$ cat src/rtl/dram_pkg.sv
// Shared definitions for the DRAM command scheduler.
//   cmd_e    : DRAM command encodings driven on the cmd port
//   state_e  : scheduler FSM states
//   id_width : bit width of an index into n items (minimum 1)
//   is_rw    : true for column commands (READ/WRITE)
//   rw_cmd   : maps the request direction to its column command
package dram_pkg;

  typedef enum logic [1:0] {
    CMD_ACT = 2'b00,
    CMD_RD  = 2'b01,
    CMD_WR  = 2'b10,
    CMD_PRE = 2'b11
  } cmd_e;

  typedef enum logic [2:0] {
    S_IDLE,
    S_DECIDE,
    S_ISSUE,
    S_WAIT_ACK_HI,
    S_WAIT_ACK_LO,
    S_FLUSH_SCAN,
    S_DONE
  } state_e;

  function automatic int id_width(input int n);
    return (n > 1) ? $clog2(n) : 1;
  endfunction

  function automatic logic is_rw(input cmd_e c);
    return (c == CMD_RD) || (c == CMD_WR);
  endfunction

  function automatic cmd_e rw_cmd(input logic rw);
    cmd_e c;
    if (rw) c = CMD_WR;
    else    c = CMD_RD;
    return c;
  endfunction

endpackage

$ cat src/rtl/dram_open_row_table.sv
// Open-row table: one valid bit and one row id per bank.
//   clk, rst_b         : clock, asynchronous active-low reset (clears every entry)
//   lk_bank, lk_row    : combinational lookup key
//   lk_valid, lk_hit   : bank has an open row / open row equals lk_row
//   wr_set, wr_clr     : open (set valid + row) or close (clear valid) wr_bank;
//                        clear wins if both are asserted
//   wr_bank, wr_row    : write-port target
module dram_open_row_table
  import dram_pkg::*;
#(
  parameter  int NUM_OF_BANKS = 8,
  parameter  int NUM_OF_ROWS  = 128,
  localparam int BW           = id_width(NUM_OF_BANKS),
  localparam int RW           = id_width(NUM_OF_ROWS)
) (
  input  logic          clk,
  input  logic          rst_b,
  input  logic [BW-1:0] lk_bank,
  input  logic [RW-1:0] lk_row,
  output logic          lk_valid,
  output logic          lk_hit,
  input  logic          wr_set,
  input  logic          wr_clr,
  input  logic [BW-1:0] wr_bank,
  input  logic [RW-1:0] wr_row
);

  logic [NUM_OF_BANKS-1:0] valid_q;
  logic [RW-1:0]           row_q [NUM_OF_BANKS];

  // NOTE: the row array is flop storage rather than a RAM macro, so it can
  // take the asynchronous clear along with the valid bits; only valid_q
  // actually qualifies a hit, the row clear just keeps the contents defined.
  always_ff @(posedge clk or negedge rst_b) begin
    if (!rst_b) begin
      valid_q <= '0;
      for (int i = 0; i < NUM_OF_BANKS; i++) row_q[i] <= '0;
    end else if (wr_clr) begin
      valid_q[wr_bank] <= 1'b0;
    end else if (wr_set) begin
      valid_q[wr_bank] <= 1'b1;
      row_q[wr_bank]   <= wr_row;
    end
  end

  assign lk_valid = valid_q[lk_bank];
  assign lk_hit   = lk_valid && (row_q[lk_bank] == lk_row);

endmodule

$ cat src/rtl/dram_cmd_scheduler.sv
// Open-page DRAM command scheduler.
// Takes one decoded access at a time, looks up the bank's open row and emits
// the minimal PRE/ACT/RD/WR sequence over a four-phase cmd_req/cmd_ack
// handshake. A flush closes every open bank. Row hits and misses are counted.
//   clk, rst_b                         : clock, asynchronous active-low reset
//   req_valid/req_ready                : request handshake
//   req_rw, req_bank, req_row, req_col : access (rw: 1 = write)
//   flush                              : level request to close all rows (IDLE only)
//   cmd_req/cmd_ack                    : four-phase command handshake
//   cmd, bank_id, row_id, col_id       : command payload, stable through handshake
//   op_done, flush_done                : single-cycle completion pulses
//   hit_cnt, miss_cnt                  : saturating statistics
//   err_timeout                        : sticky ack-timeout flag
module dram_cmd_scheduler
  import dram_pkg::*;
#(
  parameter  int NUM_OF_BANKS = 8,
  parameter  int NUM_OF_ROWS  = 128,
  parameter  int NUM_OF_COLS  = 8,
  parameter  int ACK_TIMEOUT  = 64,
  parameter  int STAT_WIDTH   = 16,
  localparam int BW           = id_width(NUM_OF_BANKS),
  localparam int RW           = id_width(NUM_OF_ROWS),
  localparam int CW           = id_width(NUM_OF_COLS)
) (
  input  logic                  clk,
  input  logic                  rst_b,
  input  logic                  req_valid,
  output logic                  req_ready,
  input  logic                  req_rw,
  input  logic [BW-1:0]         req_bank,
  input  logic [RW-1:0]         req_row,
  input  logic [CW-1:0]         req_col,
  input  logic                  flush,
  output logic                  cmd_req,
  input  logic                  cmd_ack,
  output logic [1:0]            cmd,
  output logic [BW-1:0]         bank_id,
  output logic [RW-1:0]         row_id,
  output logic [CW-1:0]         col_id,
  output logic                  op_done,
  output logic                  flush_done,
  output logic [STAT_WIDTH-1:0] hit_cnt,
  output logic [STAT_WIDTH-1:0] miss_cnt,
  output logic                  err_timeout
);

  localparam int TW = id_width(ACK_TIMEOUT + 1);

  state_e                state_q, state_d;
  cmd_e                  cur_cmd_q;
  logic                  rw_q;
  logic [BW-1:0]         bank_q, scan_idx_q;
  logic [RW-1:0]         row_q;
  logic [CW-1:0]         col_q;
  logic                  flushing_q, started_q, err_q;
  logic [TW-1:0]         tmo_cnt_q;
  logic [STAT_WIDTH-1:0] hit_q, miss_q;

  logic          lk_valid, lk_hit;
  logic [BW-1:0] lk_bank;
  logic          accept, flush_go, waiting, ack_hi_seen, ack_lo_done;
  logic          timeout_fire, last_bank, tbl_set, tbl_clr;

  // During a flush the table is probed at the scan index; otherwise at the
  // latched request's bank.
  assign lk_bank     = (state_q == S_FLUSH_SCAN) ? scan_idx_q : bank_q;
  assign last_bank   = (scan_idx_q == BW'(NUM_OF_BANKS - 1));
  assign flush_go    = (state_q == S_IDLE) && started_q && flush;
  assign accept      = req_valid && req_ready;
  assign waiting     = (state_q == S_WAIT_ACK_HI) || (state_q == S_WAIT_ACK_LO);
  assign ack_hi_seen = (state_q == S_WAIT_ACK_HI) && cmd_ack;
  assign ack_lo_done = (state_q == S_WAIT_ACK_LO) && !cmd_ack;
  // A legitimate ack edge in the final cycle still wins over the timeout.
  assign timeout_fire = waiting && (tmo_cnt_q == TW'(ACK_TIMEOUT - 1))
                        && !ack_hi_seen && !ack_lo_done;

  assign tbl_set = ack_lo_done && (cur_cmd_q == CMD_ACT);
  assign tbl_clr = (ack_lo_done && (cur_cmd_q == CMD_PRE)) || timeout_fire;

  dram_open_row_table #(
    .NUM_OF_BANKS (NUM_OF_BANKS),
    .NUM_OF_ROWS  (NUM_OF_ROWS)
  ) u_table (
    .clk      (clk),
    .rst_b    (rst_b),
    .lk_bank  (lk_bank),
    .lk_row   (row_q),
    .lk_valid (lk_valid),
    .lk_hit   (lk_hit),
    .wr_set   (tbl_set),
    .wr_clr   (tbl_clr),
    .wr_bank  (bank_q),
    .wr_row   (row_q)
  );

  // NOTE: clocked state uses non-blocking assignments so every flop samples
  // pre-edge values regardless of process evaluation order.
  always_ff @(posedge clk or negedge rst_b) begin
    if (!rst_b) state_q <= S_IDLE;
    else        state_q <= state_d;
  end

  always_comb begin
    // NOTE: default first so every path assigns state_d and no latch is inferred.
    state_d = state_q;
    unique case (state_q)
      S_IDLE: begin
        if (flush_go)    state_d = S_FLUSH_SCAN;
        else if (accept) state_d = S_DECIDE;
      end
      S_DECIDE: state_d = S_ISSUE;
      S_ISSUE:  state_d = S_WAIT_ACK_HI;
      S_WAIT_ACK_HI: begin
        if (cmd_ack)           state_d = S_WAIT_ACK_LO;
        else if (timeout_fire) state_d = S_IDLE;
      end
      S_WAIT_ACK_LO: begin
        if (!cmd_ack) begin
          if (flushing_q)            state_d = S_FLUSH_SCAN;
          else if (is_rw(cur_cmd_q)) state_d = S_DONE;
          else                       state_d = S_ISSUE;
        end else if (timeout_fire) begin
          state_d = S_IDLE;
        end
      end
      // A bank just precharged reads back closed on return, so the scan
      // index only advances past banks that are already closed.
      S_FLUSH_SCAN: begin
        if (lk_valid)       state_d = S_ISSUE;
        else if (last_bank) state_d = S_DONE;
      end
      S_DONE:  state_d = S_IDLE;
      default: state_d = S_IDLE;
    endcase
  end

  always_comb begin
    req_ready  = 1'b0;
    cmd_req    = 1'b0;
    op_done    = 1'b0;
    flush_done = 1'b0;
    case (state_q)
      S_IDLE:                 req_ready = started_q && !flush;
      S_ISSUE, S_WAIT_ACK_HI: cmd_req   = 1'b1;
      S_DONE: begin
        op_done    = !flushing_q;
        flush_done = flushing_q;
      end
      default: ;
    endcase
  end

  // Ack-edge watchdog: counts cycles spent in the current wait state.
  always_ff @(posedge clk or negedge rst_b) begin
    if (!rst_b)                           tmo_cnt_q <= '0;
    else if (!waiting || state_d != state_q) tmo_cnt_q <= '0;
    else                                  tmo_cnt_q <= tmo_cnt_q + TW'(1);
  end

  always_ff @(posedge clk or negedge rst_b) begin
    if (!rst_b) begin
      cur_cmd_q  <= CMD_ACT;
      rw_q       <= 1'b0;
      bank_q     <= '0;
      row_q      <= '0;
      col_q      <= '0;
      scan_idx_q <= '0;
      flushing_q <= 1'b0;
      started_q  <= 1'b0;
      err_q      <= 1'b0;
      hit_q      <= '0;
      miss_q     <= '0;
    end else begin
      started_q <= 1'b1;
      if (timeout_fire) err_q <= 1'b1;
      case (state_q)
        S_IDLE: begin
          if (flush_go) begin
            flushing_q <= 1'b1;
            scan_idx_q <= '0;
          end else if (accept) begin
            rw_q   <= req_rw;
            bank_q <= req_bank;
            row_q  <= req_row;
            col_q  <= req_col;
          end
        end
        S_DECIDE: begin
          if (lk_hit) begin
            cur_cmd_q <= rw_cmd(rw_q);
            if (hit_q != '1) hit_q <= hit_q + STAT_WIDTH'(1);
          end else begin
            cur_cmd_q <= lk_valid ? CMD_PRE : CMD_ACT;
            if (miss_q != '1) miss_q <= miss_q + STAT_WIDTH'(1);
          end
        end
        S_FLUSH_SCAN: begin
          if (lk_valid) begin
            bank_q    <= scan_idx_q;
            cur_cmd_q <= CMD_PRE;
          end else if (!last_bank) begin
            scan_idx_q <= scan_idx_q + BW'(1);
          end
        end
        S_WAIT_ACK_LO: begin
          if (ack_lo_done) begin
            if (cur_cmd_q == CMD_PRE && !flushing_q) cur_cmd_q <= CMD_ACT;
            else if (cur_cmd_q == CMD_ACT)           cur_cmd_q <= rw_cmd(rw_q);
          end
        end
        S_DONE:  flushing_q <= 1'b0;
        default: ;
      endcase
      // A timeout abandons whatever was in flight, including a flush.
      if (timeout_fire) flushing_q <= 1'b0;
    end
  end

  assign cmd         = cur_cmd_q;
  assign bank_id     = bank_q;
  assign row_id      = row_q;
  assign col_id      = col_q;
  assign hit_cnt     = hit_q;
  assign miss_cnt    = miss_q;
  assign err_timeout = err_q;

endmodule

$ cat config.mk
export PLATFORM = sky130hd
export DESIGN_NAME = dram_cmd_scheduler
export DESIGN_NICKNAME = d
export VERILOG_FILES = /design/src/rtl/dram_pkg.sv /design/src/rtl/dram_open_row_table.sv /design/src/rtl/dram_cmd_scheduler.sv
export SDC_FILE = /design/constraint.sdc
export NUM_CORES = 1
export LEC_CHECK = 0
export CELL_PAD_IN_SITES_DETAIL_PLACEMENT = 1
export CELL_PAD_IN_SITES_GLOBAL_PLACEMENT = 2
export CORE_UTILIZATION = 38
export DETAILED_ROUTE_END_ITERATION = 16
export GPL_ROUTABILITY_DRIVEN = 1
export HOLD_SLACK_MARGIN = 0.12
export PLACE_DENSITY_LB_ADDON = 0.1
export SETUP_SLACK_MARGIN = 0.5
export SLEW_MARGIN = 30
export SYNTH_ARGS = -nofsm -noshare
export SYNTH_HDL_FRONTEND = slang
export SYNTH_SLANG_ARGS = --single-unit
$ cat constraint.sdc
create_clock -name clk -period 3.2 [get_ports clk]
set_input_delay 0.64 -clock clk [delete_from_list [all_inputs] [get_ports clk]]
set_output_delay 0.64 -clock clk [all_outputs]
set_load 0.01 [all_outputs]
After elaboration in Yosys (flattened, before gate mapping)
Index checks and enable logic that the tools add are counted.
{"block": "totals", "input_bits": 19, "output_inout_bits": 52, "ff_bits": 128, "wordCells": 151}
{"block": "classes", "order_cmp": 6, "n_bitwise": 8, "addsub": 4, "muxes": 47, "n_eq_ne": 24, "n_reduce_logical": 40}
{"operator": "56-bit bitwise mux", "n": 1}
{"operator": "3-bit 2-to-1 mux", "n": 16}
{"operator": "16-bit by 1-bit adder with 16-bit output, second input constant", "n": 2}
{"operator": "16-bit inequality test, second input constant", "n": 2}
{"operator": "7-bit 2-to-1 mux", "n": 4}
{"operator": "7-bit binary-select mux with 3-bit select", "n": 1}
{"operator": "7-bit demux with 3-bit select", "n": 1}
{"operator": "3-bit one-hot mux with 6 select lines", "n": 1}
{"operator": "8-bit 2-to-1 mux", "n": 2}
{"operator": "1-bit logical AND", "n": 15}
{"operator": "2-bit 2-to-1 mux", "n": 7}
{"operator": "2-bit inequality test, second input constant", "n": 7}
{"operator": "3-bit == test, second input constant", "n": 4}
{"operator": "3-bit one-hot mux with 2 select lines", "n": 2}
{"operator": "4-bit AND reduction", "n": 3}
{"operator": "3-bit AND reduction", "n": 3}
{"operator": "8-bit bitwise AND", "n": 1}
{"operator": "4-bit >= comparator, second input constant", "n": 2}
{"operator": "3-bit by 4-bit less-than comparator with 1-bit output, second input constant", "n": 2}
{"operator": "1-bit 2-to-1 mux", "n": 8}
{"operator": "3-bit inverter with 4-bit output", "n": 2}
{"operator": "8-bit inverter", "n": 1}
{"operator": "8-bit bitwise OR", "n": 1}
{"operator": "7-bit by 1-bit adder with 7-bit output, second input constant", "n": 1}
{"operator": "other kinds (25)", "n": 40}

Depth between registers and ports, before layout
{"block": "depth", "depth_word": 11, "ltp_mapped": 13, "depth_no_buf": 9}

Hierarchy
Synthesis repeated with hierarchy kept, for this count alone.
{"block": "hier_totals", "hier_cells": 508, "hier_area_um2": 6308.6}
{"mod": "dram_cmd_scheduler", "area_each_um2": 3270.6, "cells_each": 300, "seq_area_each_um2": 1601.5, "instances": 1}
{"mod": "dram_open_row_table", "area_each_um2": 3037.9, "cells_each": 208, "seq_area_each_um2": 1601.5, "instances": 1}

Worst setup path after synthesis
No wires, ideal clock.
{"block": "synth_timing", "kind": "reg2reg", "from": "register bank_q[0], in the netlist bank_id[0]", "to": "register miss_q[1], in the netlist miss_cnt[1]", "arrival_ns": 2.688, "path_buffers": 3, "t_required_ns": 3.072, "path_stages_with_launch": 11, "synth_period_minus_slack_ns": 2.815, "slack_ns": 0.385, "setup_time_ns": 0.128, "cell_sequence": "dfrtp_1 -> buf_2 -> buf_4 -> mux4_2 -> a221oi_2 -> xnor2_1 -> a211oi_2 -> and4_1 -> buf_6 -> nand3b_1 -> mux2_1"}
{"block": "synth_between", "elab_chain_len": 9, "elab_cells_between_ends": 11, "classes_between": "eq/ne (1); mux (6); bitwise (2); reduce/logical (2)"}
{"element": "start, declared", "line_no": "dram_cmd_scheduler.sv:53", "rtl": "logic [BW-1:0] bank_q, scan_idx_q;"}
{"element": "start signal, assigned", "line_no": "dram_cmd_scheduler.sv:184", "rtl": "bank_q <= req_bank;"}
{"element": "start signal, assigned", "line_no": "dram_cmd_scheduler.sv:200", "rtl": "bank_q <= scan_idx_q;"}
{"element": "3-bit 2-to-1 mux (*)", "line_no": "dram_cmd_scheduler.sv:67", "rtl": "assign lk_bank = (state_q == S_FLUSH_SCAN) ? scan_idx_q : bank_q;"}
{"element": "3-bit inverter with 4-bit output (implied by the code)", "line_no": "dram_open_row_table.sv:47", "rtl": "assign lk_hit = lk_valid && (row_q[lk_bank] == lk_row);"}
{"element": "7-bit binary-select mux with 3-bit select", "line_no": "dram_open_row_table.sv:47"}
{"element": "7-bit 2-to-1 mux (implied by the code) (2 in a row)", "line_no": "dram_open_row_table.sv:47"}
{"element": "7-bit == test", "line_no": "dram_open_row_table.sv:47"}
{"element": "1-bit logical AND (*)", "line_no": "dram_open_row_table.sv:47"}
{"element": "1-bit inverter (no source line) (*)"}
{"element": "3-bit AND reduction (no source line) (*)"}
{"element": "end signal, assigned", "line_no": "dram_cmd_scheduler.sv:195", "rtl": "if (miss_q != '1) miss_q <= miss_q + STAT_WIDTH'(1);"}
{"element": "end, declared", "line_no": "dram_cmd_scheduler.sv:58", "rtl": "logic [STAT_WIDTH-1:0] hit_q, miss_q;"}
Mark *: on every way between the ends. The rest lies on a longest branch, timed or not. The select of a mux whose other input is x is not followed.
A chain may end at the register's enable or synchronous reset.

Worst setup path in the final report
{"block": "layout_timing", "from": "register state_q[1]", "to": "register miss_q[11], in the netlist miss_cnt[11]"}
{"block": "layout_between", "elab_chain_len": 10, "elab_cells_between_ends": 13, "classes_between": "eq/ne (3); mux (6); bitwise (2); reduce/logical (2)"}
{"element": "start, declared", "line_no": "dram_cmd_scheduler.sv:50", "rtl": "state_e state_q, state_d;"}
{"element": "start signal, assigned", "line_no": "dram_cmd_scheduler.sv:101", "rtl": "else state_q <= state_d;"}
{"element": "3-bit == test", "line_no": "dram_cmd_scheduler.sv:67"}
{"element": "3-bit 2-to-1 mux", "line_no": "dram_cmd_scheduler.sv:67"}
{"element": "3-bit inverter with 4-bit output (implied by the code)", "line_no": "dram_open_row_table.sv:47"}
{"element": "7-bit binary-select mux with 3-bit select", "line_no": "dram_open_row_table.sv:47"}
{"element": "7-bit 2-to-1 mux (implied by the code) (2 in a row)", "line_no": "dram_open_row_table.sv:47"}
{"element": "7-bit == test", "line_no": "dram_open_row_table.sv:47"}
{"element": "1-bit logical AND", "line_no": "dram_open_row_table.sv:47"}
{"element": "1-bit inverter (no source line)"}
{"element": "3-bit AND reduction (no source line) (*)"}
Marks and branches as above.

==> flow_metrics.env <==
export IMPL_finalMaxSlewViolations=0
export IMPL_dieArea_mm2=0.0179
export IMPL_timing_fmax_mhz=339
export IMPL_grt_pass1_vias=5654
export IMPL_power_frac_seq_pct=32.4
export IMPL_drt_iter0_markers=225
export IMPL_fin_hold_ws_ns=0.291
export IMPL_tightest_slew_ns=0.961
export IMPL_yosys_area_top_type="dfrtp_1"
export IMPL_fin_util_pct=54.5
export IMPL_cts_sinks=128
export IMPL_maxCapViolations=0
export IMPL_ir_drop_mv=0.489
export IMPL_grt_pass1_wl_um=31300
export IMPL_dp_cells=860
export IMPL_cts_root_buf="clkbuf_16"
export IMPL_finalSetupViolCount=0
export IMPL_drive_above_1_share_pct=36.1
export IMPL_wirelength_um=19400
export IMPL_critPathLaunch="state_q[1]"
export IMPL_wire_per_inst_um=20.8
export IMPL_final_antenna_net_count=0
export IMPL_ctsHoldBuffers=0
export IMPL_hp_class="in -> async"
export IMPL_cts_tree="done"
export IMPL_place_ws_ns=0.112
export IMPL_area_delta_synth_final_pct=38.4
export IMPL_dr_total_vias=5014
export IMPL_place_gp_congestion=0.799
export IMPL_die_w_um=134
export IMPL_cts_htree_levels=4
export IMPL_layout_min_cycle_time_ns=2.95
export IMPL_power_switching_mw=2.81
export IMPL_maxSlewHeadroom_pct=35.9
export IMPL_power_density_mw_per_mm2=878
export IMPL_crit_path_start_kind="register"
export IMPL_diodes=0
export IMPL_p_int_mw=5.20
export IMPL_setup_tns_final_ns=0
export IMPL_synth_seq_cells=128
export IMPL_worst_setup_path_type="reg -> reg"
export IMPL_async_flop_share_pct=100
export IMPL_drc=0
export IMPL_io_pins=71
export IMPL_fill_cells=1721
export IMPL_synth_edf_count=0
export IMPL_yosysWarnings=0
export IMPL_multi_input_area_mm2=0.00361
export IMPL_synth_cell_types=60
export IMPL_syn_inst=571
export IMPL_cp_required_ns=3.50
export IMPL_cp_end_kind="register"
export IMPL_grtUsageTotal_pct=23.1
export IMPL_path_cells="nand3b_1 > buf_6 > a21o_4 > buf_6 > a2111oi_4 > nor4_2 > xor2_1 > nor2_1 > and4_4 > buf_12 > buf_12 > nor4b_4 > xor2_1"
export IMPL_hold_violations=0
export IMPL_clk_path_buf_depth=2
export IMPL_cpMaxStageDelayCell="dfrtp_1"
export IMPL_clk_latency_ns=0.43
export IMPL_cp_max_fo=6
export IMPL_setup_ws_ns=0.252
export IMPL_seq_area_mm2=0.00321
export IMPL_hpwl_um=12300
export IMPL_post_drt_via_cell_ratio=5.39
export IMPL_firstDrtPassIters=4
export IMPL_synth_area_leaders="dfrtp_1 49%, mux2_2 11%, mux4_2 6.1%"
export IMPL_cp_arrival_ns=3.25
export IMPL_clock_skew_ns=0.0102
export IMPL_p_clk_share_pct=26.5
export IMPL_critPathMaxStageDelay_ns=0.40
export IMPL_r2r_start="state_q[1]"
export IMPL_rsz0062_at_grt="true"
export IMPL_coreArea_mm2=0.0168
export IMPL_pwr_share_comb_pct=41.1
export IMPL_p_leak_nw=4.15
export IMPL_synth_flop_cell="dfrtp_1"
export IMPL_syn_num_nets=597
export IMPL_cts_buffers=17
export IMPL_final_cells=931
export IMPL_std_cell_rows=47
export IMPL_swShare_pct=35.1
export IMPL_start_util_pct=39.4
export IMPL_fin_nets=724
export IMPL_timing_final_crit_share_pct=92.1
export IMPL_outcome="completed"
export IMPL_synth_top_cell_area_share_pct=48.5
export IMPL_grt_antenna_before_repair=0
export IMPL_chipHeight_um=134
export IMPL_syn_area_per_cell_um2=11.6
export IMPL_netlist_area_mm2=0.00660
export IMPL_grt_overflow=0
export IMPL_synth_seq_area_share_pct=48.5
export IMPL_path_clk_slew_ns=0.06
export IMPL_grt_max_degree=56
export IMPL_portBuffers=70
per-layer routing:
layer / global-route usage [%] / routed length [um]
met4: 9.41 / 541
met5: 0 / 0
met1: 29.1 / 8510
met3: 5.48 / 711
met2: 38.2 / 9620
power groups by stage:
stage	clock [mW]	sequential [mW]	combinational, mW
floorplan	0	2.37	1.71
global placement	0	2.57	2.34
detailed placement	0	2.60	2.39
CTS	2.18	2.58	3.05
global route	2.23	2.67	3.52
finish	2.12	2.60	3.29
flip-flops by register name, indices dropped and copies added (netlist names), named ones only:
| register | count |
|---|---|
| err_timeout | 1 |
| started_q | 1 |
| row_id | 7 |
| hit_cnt | 16 |
| tmo_cnt_q | 7 |
| col_id | 3 |
| state_q | 3 |
| u_table.row_q | 56 |
| bank_id | 3 |
| scan_idx_q | 3 |
| flushing_q | 1 |
| miss_cnt | 16 |
| rw_q | 1 |
| cmd | 2 |
metrics by stage:
stage / cell area (um^2) / total power, mW
6_report: 9140 / 8.02
5_1_grt: 9140 / 8.43
4_1_cts: 8950 / 7.81
3_5_place_dp: 7660 / 5.00
3_3_place_gp: 7660 / 4.91
2_1_floorplan: 6620 / 4.08
final timing paths:
check	end	slack, ns	cells past startpoint
max	miss_cnt[11]	0.25	13
max reg2reg	miss_cnt[11]	0.25	13
max in group asynchronous	u_table.row_q[42]	2.10	2
min in group clk	tmo_cnt_q[0]	0.46	1
min	u_table.row_q[55]	0.29	1
min reg2reg	tmo_cnt_q[0]	0.46	1
cell usage after synthesis (8+ instances only):
cell / number
mux4_2: 18
nor2_1: 37
a21oi_1: 15
clkbuf_1: 12
nand3_1: 21
o21ai_0: 18
nand2_1: 55
inv_1: 12
and3_1: 16
dfrtp_1: 128
buf_2: 8
xor2_1: 33
xnor2_1: 9
mux2_2: 67
repair_timing:
action,in CTS,in global routing
buffers inserted,27,10
gates resized for setup,84,21
endpoints found under the setup margin,54,79
gates cloned,2,0
pin swaps,35,24
logic make-up after synthesis:
logic type	count (synthesis)	synth area share, %
and+or+nand+nor	180	14.2
DFF	128	48.5
muxes	89	18.2
AOI/OAI and AO/OA	79	8.61
buffers and inverters	45	3.49
xor gates and xnor gates	42	5.57
adders and majority gates	7	1.33
other	1	0.0568
worst max-delay path, delay by kind of cell (launching register included):
| family | cells | cell delay (ns) |
|---|---|---|
| compound gates | 2 | 0.56 |
| xor+xnor | 2 | 0.35 |
| buf+inv | 4 | 0.59 |
| flops | 1 | 0.40 |
| simple gates | 5 | 0.91 |
layout by cell type (no fill, tap or decap), types with 5 or more instances in the layout:
| master | netlist | routed |
|---|---|---|
| nor2_2 | 0 | 6 |
| nand4_1 | 6 | 6 |
| a21oi_1 | 15 | 15 |
| and3_1 | 16 | 16 |
| nor2_1 | 37 | 26 |
| nor2_4 | 0 | 5 |
| nor4_4 | 1 | 5 |
| buf_4 | 5 | 57 |
| xor2_1 | 33 | 32 |
| nand3_1 | 21 | 21 |
| buf_6 | 4 | 7 |
| ha_1 | 7 | 7 |
| dfrtp_1 | 128 | 125 |
| mux2_2 | 67 | 67 |
| inv_1 | 12 | 12 |
| mux4_2 | 18 | 18 |
| nand2_1 | 55 | 55 |
| clkdlybuf4s50_1 | 0 | 68 |
| clkbuf_16 | 0 | 17 |
| buf_12 | 0 | 6 |
| nand2b_1 | 7 | 7 |
| o21ai_0 | 18 | 18 |
| xnor2_1 | 9 | 8 |
final cells by class:
class	count	area share, %
Tap cell	220	3.01
Clock inverter	9	1.68
Inverter	12	0.493
Clock buffer	23	5.34
Timing Repair Buffer	141	14.9
Sequential cell	128	35.1
Multi-Input combinational cell	398	39.5
Power figures use the tool's default switching activity.
